===== src/rtl/axil_decoder.sv =====
// axil_decoder: AXI4-Lite 1-to-SLAVES address decoder, unmapped addresses answered locally with DECERR.
module axil_decoder #(
  parameter int ADDR_W       = 16,
  parameter int SLAVES       = 4,
  parameter int SLAVE_ADDR_W = 6
) (
  input  logic                    clk,
  input  logic                    rst,
  input  logic                    s_awvalid,
  output logic                    s_awready,
  input  logic [ADDR_W-1:0]       s_awaddr,
  input  logic [2:0]              s_awprot,
  input  logic                    s_wvalid,
  output logic                    s_wready,
  input  logic [31:0]             s_wdata,
  input  logic [3:0]              s_wstrb,
  output logic                    s_bvalid,
  input  logic                    s_bready,
  output logic [1:0]              s_bresp,
  input  logic                    s_arvalid,
  output logic                    s_arready,
  input  logic [ADDR_W-1:0]       s_araddr,
  input  logic [2:0]              s_arprot,
  output logic                    s_rvalid,
  input  logic                    s_rready,
  output logic [31:0]             s_rdata,
  output logic [1:0]              s_rresp,
  output logic [SLAVES-1:0]       m_awvalid,
  input  logic [SLAVES-1:0]       m_awready,
  output logic [SLAVE_ADDR_W-1:0] m_awaddr,
  output logic [2:0]              m_awprot,
  output logic [SLAVES-1:0]       m_wvalid,
  input  logic [SLAVES-1:0]       m_wready,
  output logic [31:0]             m_wdata,
  output logic [3:0]              m_wstrb,
  input  logic [SLAVES-1:0]       m_bvalid,
  output logic [SLAVES-1:0]       m_bready,
  input  logic [2*SLAVES-1:0]     m_bresp,
  output logic [SLAVES-1:0]       m_arvalid,
  input  logic [SLAVES-1:0]       m_arready,
  output logic [SLAVE_ADDR_W-1:0] m_araddr,
  output logic [2:0]              m_arprot,
  input  logic [SLAVES-1:0]       m_rvalid,
  output logic [SLAVES-1:0]       m_rready,
  input  logic [32*SLAVES-1:0]    m_rdata,
  input  logic [2*SLAVES-1:0]     m_rresp
);
  localparam int IDX_W = (SLAVES > 1) ? $clog2(SLAVES) : 1;
  typedef enum logic [2:0] {W_IDLE, W_ISSUE, W_ERR, W_WAIT, W_RESP} wst_t;
  typedef enum logic [2:0] {R_IDLE, R_ISSUE, R_ERR, R_WAIT, R_RESP} rst_t;
  function automatic logic hit_f(input logic [ADDR_W-1:0] a);
    return ({1'b0, a[SLAVE_ADDR_W +: IDX_W]} < (IDX_W+1)'(SLAVES)) &&
           ((a >> (SLAVE_ADDR_W + IDX_W)) == '0);
  endfunction
  // Keeps the upstream readies low until the first clock after reset release.
  logic rdy_en;
  wst_t ws, ws_n;
  rst_t rs, rs_n;
  logic aw_held, w_held, awv, wv, whit, aw_hs, w_hs, w_go, w_hit_n, aw_done, w_done;
  logic [IDX_W-1:0] widx, ridx;
  logic [SLAVE_ADDR_W-1:0] awaddr_q, araddr_q;
  logic [2:0] awprot_q, arprot_q;
  logic [31:0] wdata_q, rdata_q;
  logic [3:0] wstrb_q;
  logic [1:0] bresp_q, rresp_q;
  logic [SLAVES-1:0] sel_w, sel_r;
  logic arv, ar_hs;
  assign aw_hs   = s_awvalid && s_awready;
  assign w_hs    = s_wvalid && s_wready;
  assign ar_hs   = s_arvalid && s_arready;
  assign w_hit_n = aw_hs ? hit_f(s_awaddr) : whit;
  assign w_go    = (ws == W_IDLE) && (aw_held || aw_hs) && (w_held || w_hs);
  assign aw_done = !awv || m_awready[widx];
  assign w_done  = !wv || m_wready[widx];
  assign sel_w   = SLAVES'(1) << widx;
  assign sel_r   = SLAVES'(1) << ridx;
  always_ff @(posedge clk or posedge rst) begin
    if (rst) begin
      rdy_en <= 1'b0;
      ws     <= W_IDLE;
      rs     <= R_IDLE;
    end else begin
      rdy_en <= 1'b1;
      ws     <= ws_n;
      rs     <= rs_n;
    end
  end
  always_comb begin
    ws_n = ws;
    case (ws)
      W_IDLE:  if (w_go) ws_n = w_hit_n ? W_ISSUE : W_ERR;
      W_ISSUE: if (aw_done && w_done) ws_n = W_WAIT;
      W_WAIT:  if (m_bvalid[widx]) ws_n = W_RESP;
      W_ERR:   ws_n = W_RESP;
      W_RESP:  if (s_bready) ws_n = W_IDLE;
      default: ws_n = W_IDLE;
    endcase
  end
  always_comb begin
    rs_n = rs;
    case (rs)
      R_IDLE:  if (ar_hs) rs_n = hit_f(s_araddr) ? R_ISSUE : R_ERR;
      R_ISSUE: if (m_arready[ridx]) rs_n = R_WAIT;
      R_WAIT:  if (m_rvalid[ridx]) rs_n = R_RESP;
      R_ERR:   rs_n = R_RESP;
      R_RESP:  if (s_rready) rs_n = R_IDLE;
      default: rs_n = R_IDLE;
    endcase
  end
  always_comb begin
    s_awready = rdy_en && (ws == W_IDLE) && !aw_held;
    s_wready  = rdy_en && (ws == W_IDLE) && !w_held;
    s_bvalid  = ws == W_RESP;
    s_bresp   = bresp_q;
    m_awvalid = awv ? sel_w : '0;
    m_wvalid  = wv ? sel_w : '0;
    m_bready  = (ws == W_WAIT) ? sel_w : '0;
    m_awaddr  = awaddr_q;
    m_awprot  = awprot_q;
    m_wdata   = wdata_q;
    m_wstrb   = wstrb_q;
    s_arready = rdy_en && (rs == R_IDLE);
    s_rvalid  = rs == R_RESP;
    s_rdata   = rdata_q;
    s_rresp   = rresp_q;
    m_arvalid = arv ? sel_r : '0;
    m_rready  = (rs == R_WAIT) ? sel_r : '0;
    m_araddr  = araddr_q;
    m_arprot  = arprot_q;
  end
  // AW and W are latched independently; the transaction launches once both are present.
  always_ff @(posedge clk or posedge rst) begin
    if (rst) begin
      aw_held  <= 1'b0;
      w_held   <= 1'b0;
      awv      <= 1'b0;
      wv       <= 1'b0;
      whit     <= 1'b0;
      widx     <= '0;
      awaddr_q <= '0;
      awprot_q <= '0;
      wdata_q  <= '0;
      wstrb_q  <= '0;
      bresp_q  <= '0;
    end else begin
      if (aw_hs) begin
        aw_held  <= 1'b1;
        awaddr_q <= s_awaddr[SLAVE_ADDR_W-1:0];
        awprot_q <= s_awprot;
        widx     <= s_awaddr[SLAVE_ADDR_W +: IDX_W];
        whit     <= hit_f(s_awaddr);
      end
      if (w_hs) begin
        w_held  <= 1'b1;
        wdata_q <= s_wdata;
        wstrb_q <= s_wstrb;
      end
      if (w_go) begin
        aw_held <= 1'b0;
        w_held  <= 1'b0;
        awv     <= w_hit_n;
        wv      <= w_hit_n;
      end else begin
        if (awv && m_awready[widx]) awv <= 1'b0;
        if (wv && m_wready[widx]) wv <= 1'b0;
      end
      if (ws == W_WAIT && m_bvalid[widx]) bresp_q <= m_bresp[{widx, 1'b0} +: 2];
      if (ws == W_ERR) bresp_q <= 2'b11;
    end
  end
  always_ff @(posedge clk or posedge rst) begin
    if (rst) begin
      arv      <= 1'b0;
      ridx     <= '0;
      araddr_q <= '0;
      arprot_q <= '0;
      rdata_q  <= '0;
      rresp_q  <= '0;
    end else begin
      if (ar_hs) begin
        arv      <= hit_f(s_araddr);
        ridx     <= s_araddr[SLAVE_ADDR_W +: IDX_W];
        araddr_q <= s_araddr[SLAVE_ADDR_W-1:0];
        arprot_q <= s_arprot;
      end else if (arv && m_arready[ridx]) begin
        arv <= 1'b0;
      end
      if (rs == R_WAIT && m_rvalid[ridx]) begin
        rdata_q <= m_rdata[{ridx, 5'b0} +: 32];
        rresp_q <= m_rresp[{ridx, 1'b0} +: 2];
      end
      if (rs == R_ERR) begin
        rdata_q <= '0;
        rresp_q <= 2'b11;
      end
    end
  end
endmodule


===== config.mk =====
export PLATFORM = sky130hd
export DESIGN_NAME = axil_decoder
export DESIGN_NICKNAME = d
export VERILOG_FILES = /design/src/rtl/axil_decoder.sv
export SDC_FILE = /design/constraint.sdc
export NUM_CORES = 1
export LEC_CHECK = 0
export BUFFER_PORTS_ARGS = -buffer_cell sky130_fd_sc_hd__buf_2
export CAP_MARGIN = 10
export CORE_AREA = 2 2 141 143
export CTS_CLUSTER_DIAMETER = 50
export DETAILED_ROUTE_END_ITERATION = 16
export DIE_AREA = 0 0 143 145
export GPL_ROUTABILITY_DRIVEN = 0
export GPL_TIMING_DRIVEN = 0
export HOLD_SLACK_MARGIN = 0.06
export PLACE_DENSITY = 0.72
export SYNTH_ARGS = -nofsm -noshare
export SYNTH_HDL_FRONTEND = slang
export SYNTH_SLANG_ARGS = --single-unit

===== constraint.sdc =====
create_clock -name clk -period 3.6 [get_ports clk]
set_clock_uncertainty 0.15 [all_clocks]
set_input_delay 0.54 -clock clk [delete_from_list [all_inputs] [get_ports clk]]
set_output_delay 0.54 -clock clk [all_outputs]
set_load 0.01 [all_outputs]

==> impl_metrics.tcl <==
set metrics [dict create \
    timing.rr.start "ridx[1]" \
    wl_per_cell_um 17.37 \
    met2_usage 0.2981 \
    start_kind "flop" \
    cts_num_sinks 107 \
    drc_errors 0 \
    cp_data_arrival_time_ns 2.01 \
    p_total_mw 4.597 \
    power_density_nw_per_um2 588.1 \
    cp_max_fo 10 \
    grt_max_degree 60 \
    worstPathRequired_ns 2.91 \
    syn-num-nets 609 \
    use_met3 0.04851 \
    first_iter_violations 209 \
    hold_viol 0 \
    place_hpwl_mm 14.33 \
    synthFlopType "dfrtp_1" \
    clk_latency_ns 0.34 \
    synth-edff-count 0 \
    period_minus_slack_ns 2.696 \
    die_h_um 145 \
    num_rows 51 \
    rsz0062_at_grt "no" \
    cts_resized 0 \
    grt_pass1_vias 4935 \
    root_buffer "clkbuf_16" \
    ff2ff_path_depth 5 \
    grt-ovfl-total 0 \
    numCtsBuffers 9 \
    hp-class "in2async" \
    drt-total-wl_mm 17.46 \
    cts_tree "yes" \
    grt-busiest-layer "met2" \
    io_buffers 359 \
    syn-cell-area_um2 5384 \
    diodes 0 \
    slew-limit-headroom 0.5727 \
    seqPwrFrac 0.372 \
    p_int_mw 3.079 \
    synth_seq_cells 107 \
    clock.fmax_mhz 371.0 \
    die_w_um 143 \
    synth.avg_cell_area_um2 14.79 \
    grt_pass1_wl_mm 26.54 \
    drv_slew 0 \
    clk_pin_slew_ns 0.08 \
    nFillCells 1864 \
    drv_cap 0 \
    sw_frac_of_total 0.3303 \
    num_vias 4695 \
    grt_usage 0.1668 \
    synthCells 364 \
    coreArea_um2 19210 \
    dr.pass1.iters 4 \
    status "complete, no violations" \
    yosysWarnings 0 \
    worst_pin_slew_ns 0.6410 \
    fin_nets 980 \
    seqCellArea_um2 2678 \
    tns_ns 0 \
    leakage_nw 4.101 \
    met1_usage 0.1858 \
    antenna_found_initial 1 \
    postCtsHoldBufs 0 \
    drive_above_1_share 0.6703 \
    area_growth_syn_to_layout_pct 45.18 \
    viasPerCell 4.672 \
    switchingPower_mw 1.518 \
    clkPwrFrac 0.205 \
    route.antenna.remaining_nets 0 \
    ys_types 37 \
    io_pins 360 \
    comb_power_share 0.423 \
    post-cts-setup-buffers 0 \
    clockBufferDepth 2 \
    initial_utilization 0.2803 \
    critPathKind "reg2out" \
    vdd_drop_max_mv 0.2213 \
    timing.final.crit_share 0.7488 \
    die-area_um2 20740 \
    synth_async_sr_flop_share 1.000 \
    setup_violations 0 \
    r2r_end "rs[2]" \
    rrSetupSlack_ns 1.15 \
    synth-seq-area-share 0.4973 \
    htree_num_levels 3 \
    worst_setup_path_end_kind "output pin" \
    multi_input_area_um2 2535 \
]
-- routing by layer --
metal	up-vias	wire length (um)
li1	2138	-
met1	2276	6501
met2	244	9029
met3	35	1490
met4	2	421
met5	-	13
-- worst max-delay path, cell delays in order, from the launching register on --
cell and delay (ns):
dfrtp_1 0.33, clkbuf_1 0.49, clkbuf_1 0.45, nor3b_1 0.23, buf_2 0.16
-- cells in the final DEF, fill, tap and decap left out, types with 2 or more instances in the layout --
master,instances
o21ai_0,4
nor3_1,4
buf_2,373
mux2i_1,3
or4_1,2
mux2_2,28
a21oi_1,8
nand2b_1,3
clkbuf_16,9
nor2b_1,3
nand2_1,14
mux4_2,41
or3_1,2
and3_1,4
inv_6,3
and3b_1,6
nor4_1,2
buf_6,3
nor2_1,12
a22o_1,33
clkinv_2,2
mux2_4,30
dfrtp_1,107
nor3b_1,9
clkbuf_1,11
inv_1,7
-- cell usage after synthesis, types with 2 or more instances --
library cell,count,area share
o21ai_0,4,0.0037
buf_6,3,0.0063
mux2_4,30,0.084
nor4_1,2,0.0023
dfrtp_1,107,0.50
a21oi_1,8,0.0074
mux4_2,41,0.17
and3b_1,6,0.0098
or3_1,2,0.0023
a22o_1,33,0.054
nor3b_1,9,0.013
clkbuf_1,10,0.0070
nor3_1,4,0.0037
mux2_2,28,0.059
inv_1,8,0.0056
nand2b_1,3,0.0035
buf_2,14,0.013
or4_1,2,0.0028
and3_1,4,0.0046
mux2i_1,3,0.0056
nor2_1,12,0.0084
nor2b_1,3,0.0035
nand2_1,14,0.0098
-- sequential cells by signal, indices dropped and copies added (netlist names) --
signal / cells
ridx: 2
m_arprot: 3
s_bresp: 2
rdy_en: 1
m_araddr: 6
s_rresp: 2
m_awaddr: 6
ws: 3
widx: 2
awv: 1
s_rdata: 32
rs: 3
w_held: 1
m_wstrb: 4
m_wdata: 32
whit: 1
aw_held: 1
m_awprot: 3
arv: 1
wv: 1
-- cell type report --
| class | instances | area share |
|---|---|---|
| inverter | 8 | 0.004162 |
| multi-input combinational | 222 | 0.3243 |
| timing repair buffer | 360 | 0.2334 |
| buffer | 27 | 0.01809 |
| tap | 265 | 0.04242 |
| clock inverter | 6 | 0.005763 |
| sequential | 107 | 0.3426 |
| clock buffer | 10 | 0.02929 |
-- per-stage QoR --
step           hold WS (ns)  utilization  instances  setup WS (ns)  instance area (um2)
4_1_cts              0.1481       0.4069       1005         0.8366                 7816
2_1_floorplan        0.3114            -        364        0.09276                 5384
3_5_place_dp         0.3360       0.3927        989          1.000                 7542
5_1_grt              0.1803       0.4069       1005         0.7152                 7816
3_3_place_gp         0.3310       0.3911        988         -1.259                 7512
6_report             0.1325       0.4069       1005         0.9044                 7816
-- worst max path at each step --
stage,start,to,slack (ns),cells past startpoint
after detailed placement,ridx[1],rs[2],1.00,5
after CTS,ridx[1],m_rready[2],0.84,4
after global placement,rst,s_rdata[21],-1.26,2
after floorplan,rst,arv,0.09,1
after global routing,ridx[1],m_rready[2],0.72,4
final,ridx[1],m_rready[2],0.90,4
-- logic make-up after synthesis --
kind of cell	Yosys count	share of synthesized area
DFF	107	0.4973
other	1	0.0006965
muxes	102	0.3193
buffers and inverters	35	0.03184
and+or+nand+nor	67	0.07599
AOI/OAI and AO/OA	52	0.07484
-- power by group through the flow --
stage               Combinational, mW  Clock (mW)  Sequential [mW]
floorplan                        1.14           0             1.86
detailed placement               1.97           0             1.73
CTS                              1.98       0.984             1.71
global route                     2.11        1.04             1.75
global placement                 1.94           0             1.71
finish                           1.95       0.943             1.71
Note: power is estimated with default switching activity, not from simulation.
